`config.mk`:
```
export PLATFORM = sky130hd
export DESIGN_NAME = wall_probe_arbiter
export DESIGN_NICKNAME = d
export VERILOG_FILES = /design/src/rtl/wall_probe_arbiter.sv
export SDC_FILE = /design/constraint.sdc
export NUM_CORES = 1
export LEC_CHECK = 0
export CORE_ASPECT_RATIO = 0.7
export CORE_MARGIN = 2
export CORE_UTILIZATION = 45
export CTS_BUF_LIST = sky130_fd_sc_hd__clkbuf_8
export DETAILED_ROUTE_END_ITERATION = 8
export GPL_TIMING_DRIVEN = 1
export HOLD_SLACK_MARGIN = 0.12
export PLACE_DENSITY = 0.8
export SETUP_SLACK_MARGIN = 0.5
export SYNTH_ARGS = -nofsm -noshare
export SYNTH_HDL_FRONTEND = slang
export SYNTH_SLANG_ARGS = --single-unit
```
`constraint.sdc`:
```
create_clock -name Clk -period 5 [get_ports Clk]
set_clock_uncertainty 0.2 [all_clocks]
set_input_delay 0.5 -clock Clk [delete_from_list [all_inputs] [get_ports Clk]]
set_output_delay 0.5 -clock Clk [all_outputs]
set_load 0.02 [all_outputs]
```
`src/rtl/wall_probe_arbiter.sv`:
```
// ---------------------------------------------------------------------------
// wall_probe_arbiter
//
// Shares one combinational wall lookup between several sprite movement
// controllers (requester 0 = Pac-Man, 1..N_REQ-1 = ghosts). A granted
// requester's candidate top-left position is latched. The four corners of its
// SPRITE_W x SPRITE_W box are then probed one per cycle, and the ORed result
// is written into that requester's blocked bit.
//
// Ports
//   Clk         system clock
//   Reset_n     asynchronous active-low reset
//   req         per-requester check request (level)
//   req_x/req_y packed 10-bit candidate top-left coordinates, requester i
//               uses bits [10i+9:10i]
//   ack         one-cycle pulse when requester i's result has been written
//   blocked     per-requester result, 1 = box touches a wall (all ones
//               after reset)
//   busy        a check is in progress
//   probe_x/y   coordinate presented to the wall lookup (0 when not probing)
//   probe_wall  wall lookup result for (probe_x, probe_y), same cycle
// ---------------------------------------------------------------------------
module wall_probe_arbiter #(
    parameter int N_REQ    = 5,
    parameter int SPRITE_W = 24
) (
    input  logic                 Clk,
    input  logic                 Reset_n,
    input  logic [N_REQ-1:0]     req,
    input  logic [10*N_REQ-1:0]  req_x,
    input  logic [10*N_REQ-1:0]  req_y,
    output logic [N_REQ-1:0]     ack,
    output logic [N_REQ-1:0]     blocked,
    output logic                 busy,
    output logic [9:0]           probe_x,
    output logic [9:0]           probe_y,
    input  logic                 probe_wall
);

    localparam int GW = (N_REQ > 1) ? $clog2(N_REQ) : 1;
    localparam logic [10:0] EDGE_OFS = 11'(SPRITE_W - 1);

    typedef enum logic [1:0] {
        IDLE  = 2'd0,
        PROBE = 2'd1,
        DONE  = 2'd2
    } state_t;

    state_t            state_reg, state_next;
    logic [GW-1:0]     last_grant_reg;
    logic [GW-1:0]     grant_reg;
    logic [GW-1:0]     grant_next;
    logic              grant_valid;
    logic [9:0]        cx_reg, cy_reg;
    logic              acc_reg;
    logic [1:0]        corner_reg;
    logic [N_REQ-1:0]  blocked_reg;
    logic [10:0]       sum_x, sum_y;

    // Round-robin search: first set req bit starting at last_grant+1.
    always_comb begin
        int idx;
        idx         = 0;
        grant_valid = 1'b0;
        grant_next  = last_grant_reg;
        for (int k = 1; k <= N_REQ; k++) begin
            idx = (int'(last_grant_reg) + k) % N_REQ;
            if (!grant_valid && req[idx]) begin
                grant_valid = 1'b1;
                grant_next  = GW'(idx);
            end
        end
    end

    // State register
    always_ff @(posedge Clk or negedge Reset_n) begin
        if (!Reset_n) begin
            state_reg <= IDLE;
        end else begin
            state_reg <= state_next;
        end
    end

    // Next-state logic
    always_comb begin
        state_next = state_reg;
        case (state_reg)
            IDLE:    if (grant_valid) state_next = PROBE;
            PROBE:   if (corner_reg == 2'd3) state_next = DONE;
            DONE:    state_next = IDLE;
            default: state_next = IDLE;
        endcase
    end

    // Datapath: coordinate latch, corner walk, wall accumulator, results
    always_ff @(posedge Clk or negedge Reset_n) begin
        if (!Reset_n) begin
            last_grant_reg <= GW'(N_REQ - 1);
            grant_reg      <= '0;
            cx_reg         <= '0;
            cy_reg         <= '0;
            acc_reg        <= 1'b0;
            corner_reg     <= 2'd0;
            blocked_reg    <= '1;
        end else begin
            case (state_reg)
                IDLE: begin
                    if (grant_valid) begin
                        grant_reg  <= grant_next;
                        cx_reg     <= req_x[10*grant_next +: 10];
                        cy_reg     <= req_y[10*grant_next +: 10];
                        acc_reg    <= 1'b0;
                        corner_reg <= 2'd0;
                    end
                end
                PROBE: begin
                    acc_reg    <= acc_reg | probe_wall;
                    corner_reg <= corner_reg + 2'd1;
                    // Result includes the last corner sampled this cycle.
                    if (corner_reg == 2'd3) begin
                        blocked_reg[grant_reg] <= acc_reg | probe_wall;
                    end
                end
                DONE: begin
                    last_grant_reg <= grant_reg;
                end
                default: ;
            endcase
        end
    end

    // Corner coordinates in 11 bits; bit 10 set means the box edge ran past
    // the 10-bit range, which saturates to 1023 (off-maze, reads as wall).
    assign sum_x = {1'b0, cx_reg} + (corner_reg[0] ? EDGE_OFS : 11'd0);
    assign sum_y = {1'b0, cy_reg} + (corner_reg[1] ? EDGE_OFS : 11'd0);

    // Outputs
    always_comb begin
        ack     = '0;
        busy    = (state_reg != IDLE);
        probe_x = 10'd0;
        probe_y = 10'd0;
        if (state_reg == PROBE) begin
            probe_x = sum_x[10] ? 10'h3FF : sum_x[9:0];
            probe_y = sum_y[10] ? 10'h3FF : sum_y[9:0];
        end
        for (int i = 0; i < N_REQ; i++) begin
            if (state_reg == DONE && grant_reg == GW'(i)) ack[i] = 1'b1;
        end
    end

    assign blocked = blocked_reg;

endmodule

```
==> run_results.csv, run 1 <==
group,metric,value,unit
worst_setup_path,critPathBufInv,5,
floorplanning,io_pins,139,
floorplanning,rows,31,
worst_setup_path,ff2ff_setup_slack,-0.31,ns
synthesis,synthFlopType,"dfrtp_1",
clocking,clk_path_buf_depth,2,
status,outcome,"finished, violations left",
floorplanning,start_util,45.88,%
synthesis,synth_mux_area_share,14.38,%
sta,max_freq,188.3,MHz
worst_setup_path,worst_path_max_delay_cell,"dfstp_4",
worst_setup_path,worstReg2RegEnd,"cx_reg[4]$_DFFE_PN0P_",
worst_setup_path,rr_worst_depth,22,
floorplanning,coreArea,10240,µm²
status,violations,"DRC, setup timing",
worst_setup_path,path_cells,"xnor2_4 > inv_2 > ha_4 > nor3b_4 > a22o_1 > nor2_4 > ha_4 > o21ai_0 > a31oi_4 > a311oi_1 > o21bai_1 > buf_4 > a41oi_2 > nand4_1 > o211ai_1 > o211ai_1 > buf_4 > a211oi_4 > buf_6 > buf_8 > a22oi_1 > o211ai_1",
synthesis,synth_xor_area_share,4.075,%
clocking,numClockSinks,36,
place,port_buffers,138,
sta,worstMarginPinSlew,0.9615,ns
worst_setup_path,cp_data_required_time,5.02,ns
global_routing,grt_start_max_net_pins,37,
synthesis,yosysSeqAreaShare,19.33,%
global_routing,grt_pass1_wl,33.02,mm
synthesis,synth_top_family_by_area,"compound AO/OA/AOI/OAI gates",
sta,rsz0062_at_grt,"yes",
synthesis,async_flop_share,100.0,%
synthesis,synthAdderAreaFrac,10.17,%
detailed_routing,wl_per_cell,27.82,µm
finish,fillerInstances,526,
global_routing,grt-ovfl-total,0,
place,gp_congestion,0.9026,
global_routing,grtUsageMet1,46.86,%
worst_setup_path,crit_fanout,7,
clocking,root_buffer,"clkbuf_8",
synthesis,synthCells,569,
sta,fin_crit_sh,106.2,%
global_routing,antenna_found_initial,0,
synthesis,synth-compound-area-share,26.82,%
worst_setup_path,cp.arrival,5.33,ns
finish,diodes,0,
worst_setup_path,startpoint_type,"flip-flop",
clocking,path_clk_slew,0.09,ns
place,dpl_worst_slack,-0.08891,ns
clocking,numCtsBuffers,5,
sta,finalHoldViolations,0,
global_routing,grtUsageMet3,9.994,%
synthesis,yosysWarnings,0,
place,dp.cells,823,
detailed_routing,drc,12,
sta,min_period,5.312,ns
finish,area_delta_synth_final,75.23,%
worst_setup_path,worstSetupPathType,"reg -> reg",
finish,fin_nets,946,
clocking,clk_latency,0.32,ns
sta,finalMaxSlewViolations,0,
synthesis,yosysUniqueCellTypes,77,
synthesis,syn-cell-area,4698,µm²
sta,setup_violations,21,
finish,instances_no_fill,934,
hold_path,hold_depth,2,
detailed_routing,dr.pass1.iters,9,
finish,ff_latch_area,915.9,µm²
detailed_routing,vias_per_cell,7.131,
floorplanning,fp.dieH,89.49,µm
global_routing,gr-usage-all-layers,37.40,%
sta,fin_ws,-0.3120,ns
worst_setup_path,cp-end-kind,"flip-flop",
global_routing,grt_pass1_vias,6130,
worst_setup_path,crit_family,"compound AO/OA/AOI/OAI gates",
synthesis,syn_area_per_cell,8.257,µm²
hold_path,hold-path-endpoint,"cy_reg[2]$_DFFE_PN0P_",
finish,multi_input_area,4364,µm²
synthesis,synthSimpleGateAreaFrac,18.96,%
finish,drive_gt1_share,37.28,%
clocking,cts_max_level,2,
clocking,cts_tree,"done",
detailed_routing,drt_iter0_drc,1327,
worst_setup_path,cp_common_cell,"o211ai_1",
detailed_routing,wl,25.98,mm
global_routing,use_met2,58.85,%
job,max_cap_violations,0,
floorplanning,design.die.area,11290,µm²
global_routing,grt.busiest_layer,"met2",
detailed_routing,route.vias.total,6660,
worst_setup_path,reg2reg_from,"last_grant_reg[2]$_DFFE_PN1P_",
hold_path,hold_start,"cy_reg[2]$_DFFE_PN0P_",
sta,timing.slew.headroom,35.90,%
place,dp_hpwl,11.55,mm
synthesis,synth_edf_count,0,
hold_path,hold_class,"reg -> reg",
synthesis,synth_nets,714,
floorplanning,die_w,126.1,µm
detailed_routing,antenna_left,0,
synthesis,synth-seq-cells,36,
worst_setup_path,cp_slowest_stage_delay,0.75,ns
per-stage QoR:
step                      area [µm²]  utilization (%)  setup TNS [ns]  hold slack [ns]
after floorplan                 4882                -               0         0.004409
after global placement          6357            62.08               0           0.2677
after detailed placement        6357            62.08         -0.4423           0.2807
after CTS                       7899            77.14               0           0.2995
after global routing            8233            80.40          -5.403           0.3716
final                           8233            80.40          -5.061           0.3390
layer usage:
metal	routed length [µm]	part of all wire, %
met2	11140	43
met3	3433	13
met5	0	0
met4	2085	8.0
met1	9326	36
timing repair:
action | in CTS | in global routing
resized for setup | 146 | 30
setup buffers | 78 | 17
cloned | 7 | 0
endpoints found under the setup margin | 22 | 27
hold buffers | 1 | 0
pin swaps | 34 | 35
hold endpoints to repair | 9 | 0
synth_stat cells, types with 3 or more instances:
cell	number	area [µm²]
nand2_1	50	187.7
ha_1	35	437.9
a21oi_1	34	170.2
mux2_2	32	360.4
dfrtp_1	30	750.7
nor2_1	29	108.9
inv_1	28	105.1
mux2i_1	27	270.3
o21ai_0	23	115.1
nand3_1	22	110.1
o211ai_1	22	165.2
a22oi_1	19	142.6
clkbuf_1	18	67.56
xnor2_1	15	131.4
nand2b_1	12	75.07
nor3_1	10	50.05
and3_1	9	56.30
a211oi_1	8	60.06
nor2b_1	8	50.05
buf_2	7	35.03
o21a_1	7	52.55
dfstp_2	6	157.7
nand3b_1	6	45.04
a21o_1	5	37.54
a31oi_1	5	31.28
xor2_1	5	43.79
a211o_1	4	35.03
a31o_2	4	35.03
buf_4	4	30.03
buf_6	4	45.04
nand4_1	4	25.02
nor3b_1	4	30.03
o21ai_1	4	20.02
or2_2	4	25.02
a22o_1	3	26.28
a311oi_1	3	26.28
o211a_1	3	30.03
o221ai_1	3	26.28
o31ai_1	3	22.52
worst max path at each step:
stage                                  to                          start  depth (start not counted)
floorplan           cx_reg[1]$_DFFE_PN0P_  last_grant_reg[0]$_DFFE_PN0P_                         22
global placement    cy_reg[1]$_DFFE_PN0P_  last_grant_reg[1]$_DFFE_PN0P_                         21
detailed placement  cy_reg[8]$_DFFE_PN0P_  last_grant_reg[1]$_DFFE_PN0P_                         21
CTS                 cx_reg[9]$_DFFE_PN0P_  last_grant_reg[2]$_DFFE_PN1P_                         23
global route        cx_reg[4]$_DFFE_PN0P_  last_grant_reg[2]$_DFFE_PN1P_                         22
finish              cx_reg[4]$_DFFE_PN0P_  last_grant_reg[2]$_DFFE_PN1P_                         22
cell families (layout without fill, tap and decap cells):
| logic type | count (synthesis) | count (layout) |
|---|---|---|
| simple gates | 174 | 174 |
| mux | 61 | 61 |
| xor+xnor | 21 | 21 |
| buf+inv | 64 | 296 |
| fa+ha+maj | 37 | 37 |
| flops | 36 | 36 |
| compound gates | 176 | 177 |
cell usage in the layout (no fill, tap or decap), types with 5 or more instances in the layout:
master / count
dfrtp_1: 27
nor3_1: 8
o21a_1: 7
mux2i_1: 19
buf_12: 9
clkdlybuf4s50_1: 137
nor2_4: 6
inv_2: 6
inv_1: 19
nor2_1: 23
o211ai_1: 22
a21oi_2: 7
mux2_2: 29
buf_4: 88
a22oi_2: 6
mux2i_2: 5
nand2b_1: 10
ha_4: 19
dfstp_2: 5
xnor2_1: 11
clkbuf_8: 5
a21oi_1: 26
o21ai_0: 20
buf_6: 18
nor2b_1: 6
and3_1: 6
ha_1: 14
nand3_1: 19
nand2_1: 46
a211oi_1: 6
a22oi_1: 13
nand3b_1: 6
cell type report:
cell class,instances,area share (%)
clock inverter,3,0.4711
sequential,36,11.12
tap,132,2.006
inverter,29,1.520
multi-input combinational,470,53.01
timing repair buffer,259,31.03
clock buffer,5,0.8359
worst register-to-register path, cell delays in order, from the launching register on:
cell and delay, ns:
dfstp_4 0.75, xnor2_4 0.16, inv_2 0.07, ha_4 0.18
nor3b_4 0.28, a22o_1 0.25, nor2_4 0.09, ha_4 0.25
o21ai_0 0.75, a31oi_4 0.07, a311oi_1 0.31, o21bai_1 0.16
buf_4 0.16, a41oi_2 0.16, nand4_1 0.10, o211ai_1 0.16
o211ai_1 0.15, buf_4 0.18, a211oi_4 0.23, buf_6 0.17
buf_8 0.13, a22oi_1 0.11, o211ai_1 0.13
Power of run 1 is left out: the tool's default activity adds up to more than one toggle a clock period on the data nets, which glitch-free logic cannot reach.
==> run 2, diff against run 1 <==
--- a/config.mk
+++ b/config.mk
@@ -5,14 +5,15 @@
 export SDC_FILE = /design/constraint.sdc
 export NUM_CORES = 1
 export LEC_CHECK = 0
+export CAP_MARGIN = 20
 export CORE_ASPECT_RATIO = 0.7
 export CORE_MARGIN = 2
-export CORE_UTILIZATION = 45
+export CORE_UTILIZATION = 50
 export CTS_BUF_LIST = sky130_fd_sc_hd__clkbuf_8
 export DETAILED_ROUTE_END_ITERATION = 8
 export GPL_TIMING_DRIVEN = 1
 export HOLD_SLACK_MARGIN = 0.12
-export PLACE_DENSITY = 0.8
+export PLACE_DENSITY = 0.84
 export SETUP_SLACK_MARGIN = 0.5
 export SYNTH_ARGS = -nofsm -noshare
 export SYNTH_HDL_FRONTEND = slang
==> constraint.sdc (replaced) <==
create_clock -name Clk -period 5.8 [get_ports Clk]
set_clock_uncertainty 0.2 [all_clocks]
set_input_delay 0.58 -clock Clk [delete_from_list [all_inputs] [get_ports Clk]]
set_output_delay 0.58 -clock Clk [all_outputs]
set_load 0.02 [all_outputs]
==> run 2 against run 1 <==
Compared with the run above: the run now ends clean; fmax is 1.8% higher; core utilization is 7.5 points lower; non-clock buffer count is 82 lower; critical path type unchanged; clock-buffer cell count stayed put; via count is 21% lower; largest cell class unchanged; register-to-register slack better by 0.89 ns; sequential cell count stayed put; wire length is 37% lower; global-route usage is 7.3 points lower; final cell count is 9.7% lower.
==> run_results.csv, run 2 (synthesized netlist as in run 1, its figures left out) <==
group,metric,value,unit
place,port_buffers,138,
floorplanning,coreArea,9107,µm²
place,gp_congestion,0.9498,
detailed_routing,drt_iter0_drc,551,
finish,layout_common_cells,"clkdlybuf4s50_1 (137), nand2_1 (48), a21oi_1 (33)",
global_routing,grt_pass1_wl,24.80,mm
clocking,path_clk_slew,0.09,ns
finish,fin_nets,863,
finish,multi_input_area,3635,µm²
finish,fillerInstances,694,
clocking,cts_tree,"done",
finish,area_delta_synth_final,41.25,%
place,dp_hpwl,11.93,mm
global_routing,antenna_found_initial,0,
clocking,root_buffer,"clkbuf_8",
detailed_routing,wl_met3,1.397,mm
floorplanning,design.die.area,10200,µm²
sta,worstMarginPinSlew,0.8562,ns
sta,rsz0062_at_grt,"no",
detailed_routing,top_layer_used,"met4",
worst_setup_path,ff2ff_setup_slack,0.58,ns
sta,min_period,5.217,ns
sta,timing.slew.headroom,42.92,%
clocking,cts_max_level,2,
detailed_routing,antenna_left,0,
floorplanning,fp.dieH,85.10,µm
job,max_cap_violations,0,
finish,drive_gt1_share,19.05,%
status,outcome,"finished, final reports clean",
finish,diodes,0,
detailed_routing,route.met2.wl,7.455,mm
clocking,clk_path_buf_depth,2,
detailed_routing,wl_per_cell,19.44,µm
clocking,clk_latency,0.30,ns
global_routing,gr-usage-all-layers,30.12,%
worst_setup_path,cp-end-kind,"flip-flop",
global_routing,grt-ovfl-total,0,
worst_setup_path,startpoint_type,"flip-flop",
finish,layout_commonest_cell,"clkdlybuf4s50_1",
detailed_routing,wl,16.39,mm
floorplanning,die_w,119.9,µm
sta,finalMaxSlewViolations,0,
worst_setup_path,crit_fanout,10,
floorplanning,start_util,51.59,%
clocking,numClockSinks,36,
detailed_routing,route.vias.total,5270,
worst_setup_path,worstSetupPathType,"reg -> reg",
sta,fin_crit_sh,89.95,%
sta,finalHoldViolations,0,
worst_setup_path,cp_data_required_time,5.82,ns
sta,setup_tns,0,ns
global_routing,grt_pass1_vias,5048,
clocking,numCtsBuffers,5,
worst_setup_path,cp.arrival,5.24,ns
detailed_routing,dr.pass1.iters,6,
sta,setup_violations,0,
floorplanning,rows,29,
floorplanning,io_pins,139,
detailed_routing,vias_per_cell,6.251,
clocking,postCtsHoldBufs,0,
detailed_routing,m1WireLength,7.281,mm
detailed_routing,drc,0,
hold_path,hold_class,"in -> async",
global_routing,grt_start_max_net_pins,37,
sta,max_freq,191.7,MHz
finish,ff_latch_area,914.6,µm²
==> run 2: changes by cell type in the layout (fill, tap and decap cells not counted), moves of 7 or more <==
| cell | delta |
|---|---|
| buf_6 | -13 |
| buf_4 | -57 |
| ha_1 | +18 |
| inv_1 | +8 |
| mux2i_1 | +7 |
| buf_12 | -7 |
| a21oi_1 | +7 |
| ha_4 | -18 |
==> run 2: worst max-delay path, stage by stage, from the launching register on <==
cell	delay (ns)
dfstp_4	0.63
buf_6	0.16
xnor2_2	0.16
clkinv_4	0.11
ha_1	0.24
nor3b_2	0.23
a22o_1	0.19
nor2_1	0.09
ha_1	0.22
nor2b_1	0.15
a2111o_1	0.42
and3_4	0.22
nor3_1	0.16
o211ai_1	0.17
buf_4	0.18
a41oi_1	0.25
nand4_1	0.13
o211ai_1	0.15
o211ai_1	0.13
buf_4	0.17
a211oi_4	0.30
buf_6	0.23
a22oi_1	0.12
o211ai_1	0.10
==> run 2: cell type report <==
cell class	instances	share of cell area [%]
Inverter	29	1.716
Clock buffer	5	1.037
Clock inverter	3	0.2828
Multi-Input combinational cell	469	54.77
Timing Repair Buffer	177	26.07
Sequential cell	36	13.78
Tap cell	124	2.338
==> run 2: routing by layer <==
layer / track usage [%] / up-vias
met1: 42.59 / 2554
met2: 49.19 / 265
li1: - / 2428
met5: 0 / -
met4: 6.738 / 0
met3: 4.234 / 23
==> run 2: what timing repair did <==
item	CTS	global route
buffers inserted	8	13
endpoints found under the hold margin	0	0
endpoints found under the setup margin	21	21
cloned	0	3
pin swaps	2	9
gates resized for setup	10	40
==> run 2: final timing paths <==
path | startpoint | to | depth (start not counted)
worst min register to register | acc_reg$_DFFE_PN0P_ | acc_reg$_DFFE_PN0P_ | 2
min in group Clk | acc_reg$_DFFE_PN0P_ | acc_reg$_DFFE_PN0P_ | 2
worst max register to register | last_grant_reg[2]$_DFFE_PN1P_ | cx_reg[5]$_DFFE_PN0P_ | 23
worst max-delay path | last_grant_reg[2]$_DFFE_PN1P_ | cx_reg[5]$_DFFE_PN0P_ | 23
max in group asynchronous | Reset_n | last_grant_reg[0]$_DFFE_PN0P_ | 1
worst min-delay path | Reset_n | cx_reg[1]$_DFFE_PN0P_ | 1
==> run 2: stage by stage <==
stage                     cells  setup slack [ns]  cell area [µm²]  util (%)  hold WS (ns)
after global routing        843            0.3911             6636     72.87        0.2444
after global placement      811            0.4409             6170     67.74        0.2699
after CTS                   827            0.4893             6361     69.84        0.2034
after detailed placement    811            0.2620             6170     67.74        0.2955
final                       843            0.5827             6636     72.87        0.1742
after floorplan             569            0.5152             4703         -       0.08441
Power of run 2 is left out for the same reason.
==> run 3, diff against run 2 <==
--- a/config.mk
+++ b/config.mk
@@ -7,7 +7,6 @@
 export LEC_CHECK = 0
 export CAP_MARGIN = 20
 export CORE_ASPECT_RATIO = 0.7
-export CORE_MARGIN = 2
 export CORE_UTILIZATION = 50
 export CTS_BUF_LIST = sky130_fd_sc_hd__clkbuf_8
 export DETAILED_ROUTE_END_ITERATION = 8
==> run 3 against run 2 <==
Compared with the run above: register-to-register slack better by 0.17 ns; first-iteration DRC count is 30% lower; global-route usage is 0.89 points higher; via count is 3.2% lower; core utilization is 1.6 points lower; critical path type unchanged; critical endpoint is now cx_reg[2]$_DFFE_PN0P_; largest cell class unchanged.
==> run_results.csv, run 3 (synthesized netlist as in run 1, its figures left out) <==
group,metric,value,unit
status,outcome,"finished, final reports clean",
floorplanning,fp.dieH,83.10,µm
floorplanning,die_w,117.9,µm
worst_setup_path,crit_family,"compound AO/OA/AOI/OAI gates",
global_routing,grt_pass1_vias,5100,
finish,fin_area,6495,µm²
floorplanning,start_util,51.59,%
worst_setup_path,reg2reg_from,"last_grant_reg[1]$_DFFE_PN0P_",
sta,timing.slew.headroom,49.41,%
clocking,cts_tree,"done",
detailed_routing,antenna_left,0,
place,placed_cell_area,6326,µm²
global_routing,grt_start_max_net_pins,37,
finish,fin_nets,861,
worst_setup_path,crit_fanout,21,
hold_path,hold_class,"reg -> reg",
clocking,cts_max_level,2,
worst_setup_path,critPathBufInv,6,
finish,area_delta_synth_final,38.24,%
floorplanning,rows,29,
worst_setup_path,worstReg2RegEnd,"cx_reg[2]$_DFFE_PN0P_",
finish,drive_gt1_share,16.32,%
clocking,postCtsHoldBufs,0,
detailed_routing,wl_per_cell,17.93,µm
clocking,clk_latency,0.31,ns
sta,setup_tns,0,ns
detailed_routing,drt_iter0_drc,387,
global_routing,grt_pass1_wl,24.63,mm
worst_setup_path,path_cells,"inv_1 > ha_2 > buf_4 > clkinvlp_4 > nand2_1 > nand2_1 > inv_1 > ha_1 > inv_1 > o221ai_2 > and2_0 > mux2_2 > a211o_1 > and2_4 > nand2_1 > a311oi_2 > o32a_2 > nor2_4 > buf_12 > mux2i_1 > o211ai_1",
finish,multi_input_area,3546,µm²
finish,ff_latch_area,909.6,µm²
worst_setup_path,cp_slowest_stage_delay,0.44,ns
detailed_routing,wl,15.08,mm
clocking,path_clk_slew,0.08,ns
global_routing,grt-ovfl-total,0,
global_routing,antenna_found_initial,0,
worst_setup_path,rr_worst_depth,21,
worst_setup_path,ff2ff_setup_slack,0.75,ns
finish,layout_common_cells,"clkdlybuf4s50_1 (138), nand2_1 (50), buf_4 (35)",
global_routing,gr-usage-all-layers,31.02,%
place,dp_hpwl,11.66,mm
finish,instances_no_fill,841,
place,gp_congestion,0.9392,
clocking,clk_path_buf_depth,2,
worst_setup_path,startpoint,"last_grant_reg[1]$_DFFE_PN0P_",
worst_setup_path,cp-end-kind,"flip-flop",
worst_setup_path,path_depth,21,
detailed_routing,dr.pass1.iters,6,
finish,fillerInstances,690,
sta,worstMarginPinSlew,0.7589,ns
clocking,numCtsBuffers,5,
floorplanning,design.die.area,9794,µm²
sta,fin_crit_sh,87.08,%
sta,finalHoldViolations,0,
finish,layout_commonest_cell,"clkdlybuf4s50_1",
worst_setup_path,worstSetupPathType,"reg -> reg",
detailed_routing,route.vias.total,5102,
sta,max_freq,198.0,MHz
sta,rsz0062_at_grt,"no",
place,port_buffers,138,
worst_setup_path,startpoint_type,"flip-flop",
sta,min_period,5.050,ns
clocking,numClockSinks,36,
floorplanning,coreArea,9107,µm²
detailed_routing,vias_per_cell,6.067,
detailed_routing,drc,0,
worst_setup_path,endpoint,"cx_reg[2]$_DFFE_PN0P_",
job,max_cap_violations,0,
sta,finalMaxSlewViolations,0,
finish,diodes,0,
worst_setup_path,cp.arrival,5.02,ns
worst_setup_path,cp_data_required_time,5.77,ns
place,dp.cells,830,
floorplanning,io_pins,139,
sta,setup_violations,0,
clocking,root_buffer,"clkbuf_8",
worst_setup_path,worst_path_max_delay_cell,"dfrtp_2",
-- run 3: cell count changes in the layout (fill, tap and decap cells not counted), moves of 2 or more --
cell      delta
buf_4        +4
nand2_1      +2
buf_6        -5
and2_0       +2
a311oi_1     +2
nand2_2      -2
o21ai_2      -2
a311oi_2     -2
nor2_1       +2
-- run 3: per-stage QoR --
stage          setup slack [ns]  hold slack, ns  util [%]
6_report                 0.7496          0.2934     71.31
5_1_grt                  0.5070          0.2991     71.31
4_1_cts                  0.5172          0.2950     70.50
3_5_place_dp             0.4413          0.2738     69.46
3_3_place_gp             0.5120          0.2713     69.46
2_1_floorplan            0.5152         0.08441         -
-- run 3: tightest hold or removal path, cell delays in order, from the launching register on --
cell     delay, ns
dfrtp_1       0.34
a21oi_1       0.04
nor2_1        0.07
-- run 3: what timing repair did --
action	in CTS	in global routing
gates resized for setup	1	14
buffers inserted	0	3
gates cloned	0	0
endpoints found under the setup margin	11	21
pin swaps	0	3
-- run 3: area by class of cell --
cell class              count  share of cell area [%]
inverters                  29                   1.734
well taps                 124                   2.389
clock buffers               5                   1.060
flip-flops and latches     36                   14.01
multi-input cells         469                   54.59
clock inverters             3                  0.2890
repair buffers            175                   25.93
-- run 3: worst min-delay path by stage --
stage,from,end,cells past startpoint
finish,acc_reg$_DFFE_PN0P_,acc_reg$_DFFE_PN0P_,2
CTS,acc_reg$_DFFE_PN0P_,acc_reg$_DFFE_PN0P_,2
global route,acc_reg$_DFFE_PN0P_,acc_reg$_DFFE_PN0P_,2
detailed placement,acc_reg$_DFFE_PN0P_,acc_reg$_DFFE_PN0P_,2
floorplan,Reset_n,acc_reg$_DFFE_PN0P_,0
global placement,acc_reg$_DFFE_PN0P_,acc_reg$_DFFE_PN0P_,2
-- run 3: metal layers --
layer / GRT usage [%] / up-vias / routed length, µm
li1: - / 2414 / -
met1: 40.31 / 2395 / 6560
met2: 50.64 / 265 / 6915
met3: 8.173 / 28 / 1358
met4: 8.858 / 0 / 241
met5: 0 / - / 0
Power of run 3 is left out for the same reason.
